<file path="src/rtl/hazard_ctrl.sv">
// Hazard and forwarding controller for a 5-stage MIPS pipeline: keeps a shadow
// copy of E/M/W destination info and derives stalls, bubbles and bypass selects.
module hazard_ctrl #(
  parameter int MULT_CYCLES = 5,
  parameter int DIV_CYCLES  = 10,
  parameter int CNT_W       = 4
) (
  input  logic       clk,
  input  logic       reset,
  input  logic [1:0] d_tuse1,
  input  logic [1:0] d_tuse2,
  input  logic [4:0] d_ra1,
  input  logic [4:0] d_ra2,
  input  logic [1:0] d_tnew,
  input  logic [4:0] d_wa,
  input  logic       d_mduclass,
  input  logic [1:0] d_mdu_op,
  output logic       stall,
  output logic       e_bubble,
  output logic [1:0] fwd_d1,
  output logic [1:0] fwd_d2,
  output logic [1:0] fwd_e1,
  output logic [1:0] fwd_e2,
  output logic       fwd_m2,
  output logic       mdu_busy
);

  logic [1:0]       tnew_e_q, tnew_e_d;
  logic [4:0]       wa_e_q, wa_e_d;
  logic [4:0]       ra1_e_q, ra1_e_d;
  logic [4:0]       ra2_e_q, ra2_e_d;
  logic [1:0]       mdu_op_e_q, mdu_op_e_d;
  logic [1:0]       tnew_m_q, tnew_m_d;
  logic [4:0]       wa_m_q, wa_m_d;
  logic [4:0]       ra2_m_q, ra2_m_d;
  logic [4:0]       wa_w_q, wa_w_d;
  logic [CNT_W-1:0] mdu_cnt_q, mdu_cnt_d;

  logic stall_raw;
  logic mdu_stall;

  function automatic logic [1:0] sat_dec(input logic [1:0] v);
    return (v == 2'd0) ? 2'd0 : v - 2'd1;
  endfunction

  function automatic logic data_hazard(
    input logic [4:0] ra, input logic [1:0] tuse,
    input logic [4:0] wa_e, input logic [1:0] tnew_e,
    input logic [4:0] wa_m, input logic [1:0] tnew_m
  );
    return (ra != 5'd0) &&
           (((ra == wa_e) && (tnew_e > tuse)) || ((ra == wa_m) && (tnew_m > tuse)));
  endfunction

  // Only a producer whose result already exists (tnew == 0) may bypass.
  function automatic logic [1:0] fwd_d_sel(
    input logic [4:0] ra,
    input logic [4:0] wa_e, input logic [1:0] tnew_e,
    input logic [4:0] wa_m, input logic [1:0] tnew_m,
    input logic [4:0] wa_w
  );
    if (ra == 5'd0)                         return 2'd0;
    if ((ra == wa_e) && (tnew_e == 2'd0))   return 2'd1;
    if ((ra == wa_m) && (tnew_m == 2'd0))   return 2'd2;
    if (ra == wa_w)                         return 2'd3;
    return 2'd0;
  endfunction

  function automatic logic [1:0] fwd_e_sel(
    input logic [4:0] ra,
    input logic [4:0] wa_m, input logic [1:0] tnew_m,
    input logic [4:0] wa_w
  );
    if (ra == 5'd0)                         return 2'd0;
    if ((ra == wa_m) && (tnew_m == 2'd0))   return 2'd1;
    if (ra == wa_w)                         return 2'd2;
    return 2'd0;
  endfunction

  always_comb begin
    mdu_stall = d_mduclass && ((mdu_op_e_q != 2'd0) || (mdu_cnt_q != '0));
    stall_raw = data_hazard(d_ra1, d_tuse1, wa_e_q, tnew_e_q, wa_m_q, tnew_m_q) ||
                data_hazard(d_ra2, d_tuse2, wa_e_q, tnew_e_q, wa_m_q, tnew_m_q) ||
                mdu_stall;

    stall    = stall_raw && !reset;
    e_bubble = stall;
    fwd_d1   = reset ? 2'd0 : fwd_d_sel(d_ra1, wa_e_q, tnew_e_q, wa_m_q, tnew_m_q, wa_w_q);
    fwd_d2   = reset ? 2'd0 : fwd_d_sel(d_ra2, wa_e_q, tnew_e_q, wa_m_q, tnew_m_q, wa_w_q);
    fwd_e1   = reset ? 2'd0 : fwd_e_sel(ra1_e_q, wa_m_q, tnew_m_q, wa_w_q);
    fwd_e2   = reset ? 2'd0 : fwd_e_sel(ra2_e_q, wa_m_q, tnew_m_q, wa_w_q);
    fwd_m2   = !reset && (ra2_m_q != 5'd0) && (ra2_m_q == wa_w_q);
    mdu_busy = !reset && (mdu_cnt_q != '0);
  end

  always_comb begin
    tnew_e_d   = 2'd0;
    wa_e_d     = 5'd0;
    ra1_e_d    = 5'd0;
    ra2_e_d    = 5'd0;
    mdu_op_e_d = 2'd0;
    if (!stall) begin
      tnew_e_d   = sat_dec(d_tnew);
      wa_e_d     = d_wa;
      ra1_e_d    = d_ra1;
      ra2_e_d    = d_ra2;
      // The reserved encoding 11 starts nothing.
      mdu_op_e_d = (d_mdu_op == 2'b11) ? 2'b00 : d_mdu_op;
    end

    tnew_m_d = sat_dec(tnew_e_q);
    wa_m_d   = wa_e_q;
    ra2_m_d  = ra2_e_q;
    wa_w_d   = wa_m_q;

    case (mdu_op_e_q)
      2'b01:   mdu_cnt_d = CNT_W'(MULT_CYCLES);
      2'b10:   mdu_cnt_d = CNT_W'(DIV_CYCLES);
      default: mdu_cnt_d = (mdu_cnt_q != '0) ? mdu_cnt_q - CNT_W'(1) : mdu_cnt_q;
    endcase
  end

  always_ff @(posedge clk) begin
    if (reset) begin
      tnew_e_q   <= 2'd0;
      wa_e_q     <= 5'd0;
      ra1_e_q    <= 5'd0;
      ra2_e_q    <= 5'd0;
      mdu_op_e_q <= 2'd0;
      tnew_m_q   <= 2'd0;
      wa_m_q     <= 5'd0;
      ra2_m_q    <= 5'd0;
      wa_w_q     <= 5'd0;
      mdu_cnt_q  <= '0;
    end else begin
      tnew_e_q   <= tnew_e_d;
      wa_e_q     <= wa_e_d;
      ra1_e_q    <= ra1_e_d;
      ra2_e_q    <= ra2_e_d;
      mdu_op_e_q <= mdu_op_e_d;
      tnew_m_q   <= tnew_m_d;
      wa_m_q     <= wa_m_d;
      ra2_m_q    <= ra2_m_d;
      wa_w_q     <= wa_w_d;
      mdu_cnt_q  <= mdu_cnt_d;
    end
  end

endmodule

</file>
<file path="config.mk">
export PLATFORM = sky130hd
export DESIGN_NAME = hazard_ctrl
export DESIGN_NICKNAME = d
export VERILOG_FILES = /design/src/rtl/hazard_ctrl.sv
export SDC_FILE = /design/constraint.sdc
export NUM_CORES = 1
export LEC_CHECK = 0
export CAP_MARGIN = 20
export CORE_UTILIZATION = 40
export DETAILED_ROUTE_END_ITERATION = 8
export GPL_TIMING_DRIVEN = 1
export PLACE_DENSITY = 0.71
export SYNTH_ARGS = -nofsm -noshare
export SYNTH_HDL_FRONTEND = slang
export SYNTH_SLANG_ARGS = --single-unit
</file>
<file path="constraint.sdc">
create_clock -name clk -period 4.7 [get_ports clk]
set_input_delay 0.94 -clock clk [delete_from_list [all_inputs] [get_ports clk]]
set_output_delay 0.94 -clock clk [all_outputs]
set_load 0.05 [all_outputs]
</file>
==> Flow_metrics.wiki <==
{| class="wikitable"
! Metric !! Value
|-
| Result of the run || finished with violations
|-
| Failing checks || design-rule violations
|-
| Pin slew with the least headroom to its limit || 0.639 ns
|-
| Fraction of layout instances using a drive strength above 1 || 0.100
|-
| Iteration count of the initial detailed-routing pass || 6
|-
| Register bit count reported by yosys || 40
|-
| Detailed-route via count || 1867
|-
| Mapped Nets || 308
|-
| Mapped cell area || 2440 um2
|-
| Skew-Pair Late Insertion Delay || 0.29 ns
|-
| Critical-path cell list || clkdlybuf4s50_1 -> xnor2_1 -> nand3_1 -> nor3_1 -> o21ai_0 -> a21boi_0 -> clkdlybuf4s50_1
|-
| Pre-CTS worst setup slack || 0.469 ns
|-
| Post-layout nets || 340
|-
| Internal power contribution || 0.719 mW
|-
| Sequential share of power || 0.385
|-
| Overall die width || 80.1 um
|-
| Grt total ovfl || 0
|-
| H-tree depth reported by CTS || 2
|-
| Synth-to-layout area growth || 20.5%
|-
| Post-Layout Cell Count || 375
|-
| Clock tree from TritonCTS || yes
|-
| Clock power frac || 0.193
|-
| Total placed cells including tap cells || 367
|-
| Final Slew Violations || 0
|-
| Fmax achieved || 0.234 GHz
|-
| Resized Gates After CTS || 0
|-
| Number of synthesized flops with an enable pin || 0
|-
| Global-route wire length before repair || 9.05 mm
|-
| Count of boundary I/O pins || 38
|-
| CP max FO || 5
|-
| Most used DFF post-synth || sky130_fd_sc_hd__dfxtp_1
|-
| Floorplan die height || 80.1 um
|-
| Worst-case headroom to the max-slew limit || 0.574
|-
| Post-route fraction of the period consumed by the critical path || 0.909
|-
| Total routed wirelength || 5.25 mm
|-
| Antenna violations before repair || 0
|-
| Cell repeated most along the worst path || sky130_fd_sc_hd__clkdlybuf4s50_1
|-
| Total GRT Usage || 0.185
|-
| Buffers from clock root to sink, at most || 2
|-
| Area occupied by multi-input gates || 1500 um2
|-
| Vias in the first global route || 1897
|-
| Setup fix buffers added after clock tree synthesis || 0
|-
| Longest individual stage delay on the worst path || 0.87 ns
|-
| CTS Buf Count || 5
|-
| Worst min path class || register to register
|-
| Number of antenna repair diodes || 0
|-
| First DRT Iteration DRCs || 77
|-
| Reported max-cap violation count || 0
|-
| Cell with the biggest individual delay on the critical path || sky130_fd_sc_hd__clkdlybuf4s50_1
|-
| Maximum vdd ir drop || 0.199 mV
|-
| Number of unique standard cell types used by synthesis || 44
|-
| Yosys synthesis warning count || 0
|-
| Final count of negative-setup-slack endpoints || 0
|-
| Switching power share of the total || 0.377
|-
| Startpoint type of the worst setup path || input port
|-
| Initial cell density of the core || 0.414
|-
| Lkg Pwr || 1.21 nW
|-
| Total power divided by cell area || 393 nW/um2
|-
| Drt via density || 4.98
|-
| Sequential cell area || 801 um2
|-
| Global placement routability congestion || 0.799
|-
| Clock sink total || 40
|-
| RSZ-0062 raised after global routing || no
|-
| Area inside the core boundary || 5890 um2
|-
| Hold buffer count at CTS || 0
|-
| Max Clock Skew || 0.0117 ns
|-
| Req. time, crit path || 3.76 ns
|-
| Wire length per cell after detailed routing || 14.0 um
|-
| Buffer type at the clock tree root || sky130_fd_sc_hd__clkbuf_8
|-
| Setup ws final || 0.427 ns
|-
| Floorplan die area || 6410 um2
|-
| Element type at the critical path end || primary output
|-
| Clock transition at the registers of the reported paths || 0.08 ns
|-
| Detail Placement HPWL || 4.01 mm
|-
| Number of remaining DRC errors || 2
|-
| Worst path arrival time || 3.33 ns
|-
| Hold_ws || 0.411 ns
|-
| Proportion of synthesized chip area in sequential cells || 0.329
|-
| Portion of total power attributed to combinational logic || 0.422
|-
| Remaining antenna violation count || 0
|-
| Pin count of the biggest net entering global routing || 20
|-
| Number of filler instances in the final layout || 576
|-
| Async set-reset flop share out of synthesis || 0
|-
| Sw Pwr || 0.436 mW
|-
| Post-synthesis cell count || 267
|-
| Number of core rows || 28
|-
| Final critical path time including I/O delays and setup || 4.27 ns
|-
| Number of I/O port buffers || 37
|-
| Worst path buffer plus inverter count || 2
|-
| Average cell area after synthesis || 9.13 um2
|-
| Post-route total power || 1.16 mW
|-
| Hold violation total from the final report || 0
|-
| Setup CP Type || input port to primary output
|-
| Critical path's top delay family || buffers and inverters
|-
| Fin Setup TNS || 0 ns
|}
==> cells by family after synthesis <==
| kind of cell | after synthesis | synth area share |
|---|---|---|
| AO/OA/AOI/OAI | 24 | 0.0981 |
| XOR/XNOR | 55 | 0.201 |
| adder cells (fa/ha/maj) | 15 | 0.0770 |
| buffers and inverters | 29 | 0.0570 |
| flip-flops | 40 | 0.329 |
| multiplexers | 1 | 0.00411 |
| AND/OR/NAND/NOR | 103 | 0.235 |
==> flip-flops by register name, summed over array words and instances (netlist names) <==
signal and count:
ra2_e_q 5, ra1_e_q 5, mdu_cnt_q 4, wa_w_q 5
ra2_m_q 5, wa_e_q 5, wa_m_q 5, tnew_m_q 2
mdu_op_e_q 2, tnew_e_q 2
==> per-layer routing <==
metal | global-route usage | vias to the layer above | share of wire
met1 | 0.229 | 858 | 0.45
met2 | 0.310 | 44 | 0.49
met5 | 0 | - | 0
met3 | 0.0500 | 9 | 0.046
met4 | 0.0589 | 0 | 0.012
li1 | - | 956 | -
==> final timing paths <==
kind,start,to,slack (ns),depth (start not counted)
max,d_ra2[0],fwd_d2[0],0.43,7
min,tnew_e_q[0]$_SDFF_PP0_,tnew_m_q[0]$_SDFF_PP0_,0.41,1
min reg2reg,tnew_e_q[0]$_SDFF_PP0_,tnew_m_q[0]$_SDFF_PP0_,0.41,1
max reg2reg,tnew_m_q[0]$_SDFF_PP0_,wa_e_q[2]$_SDFF_PP0_,2.64,7
==> metrics by stage <==
| stage | util | cell area (um2) |
|---|---|---|
| after floorplan | - | 2440 |
| after global placement | 0.484 | 2850 |
| after detailed placement | 0.484 | 2850 |
| after CTS | 0.499 | 2940 |
| after global routing | 0.499 | 2940 |
| final | 0.499 | 2940 |
==> synth_stat cells (all sizes together) (2+ instances only) <==
library cell | instances | area share
and3 | 17 | 0.046
a22oi | 2 | 0.0062
o21ai | 2 | 0.0041
o21bai | 2 | 0.0062
nor2 | 17 | 0.026
xnor2 | 34 | 0.12
inv | 14 | 0.022
or4 | 3 | 0.0092
xor2 | 21 | 0.079
ha | 15 | 0.077
nand3 | 7 | 0.014
nor4 | 4 | 0.010
nor2b | 17 | 0.044
dfxtp | 40 | 0.33
clkbuf | 8 | 0.012
nand2 | 15 | 0.023
o2111ai | 3 | 0.011
and4b | 2 | 0.0082
a21oi | 4 | 0.0082
buf | 7 | 0.023
nor3 | 11 | 0.023
a221oi | 3 | 0.018
or2 | 3 | 0.0087
nand2b | 2 | 0.0051
==> cell type report <==
type / count / area share
clock buffers: 5 / 0.0234
clock inverters: 3 / 0.00639
inverters: 14 / 0.0179
multi-input cells: 198 / 0.510
repair buffers: 40 / 0.138
well taps: 75 / 0.0319
flip-flops and latches: 40 / 0.273
==> cells in the final DEF (no fill, tap or decap), drive strengths merged, types with 2 or more instances in the layout <==
cell / netlist / routed
buf: 7 / 8
inv: 14 / 14
dfxtp: 40 / 40
xor2: 21 / 21
clkbuf: 8 / 5
nand2: 15 / 15
ha: 15 / 15
a21oi: 4 / 4
nand3: 7 / 7
o21ai: 2 / 2
nand2b: 2 / 2
nor2b: 17 / 17
or2: 3 / 3
and4b: 2 / 2
nor3: 11 / 11
and3: 17 / 17
clkdlybuf4s50: 0 / 32
or4: 3 / 3
clkinv: 0 / 3
o2111ai: 3 / 3
nor2: 17 / 17
o21bai: 2 / 2
a22oi: 2 / 2
a221oi: 3 / 3
nor4: 4 / 4
xnor2: 34 / 34
==> power groups by stage <==
stage                     Clock (mW)  Combinational (mW)  Sequential [mW]
final                          0.223               0.488            0.445
after global routing           0.248               0.550            0.452
after floorplan                    0               0.381            0.428
after CTS                      0.230               0.490            0.445
after global placement             0               0.480            0.451
after detailed placement           0               0.484            0.453
Power figures use the tool's default switching activity.
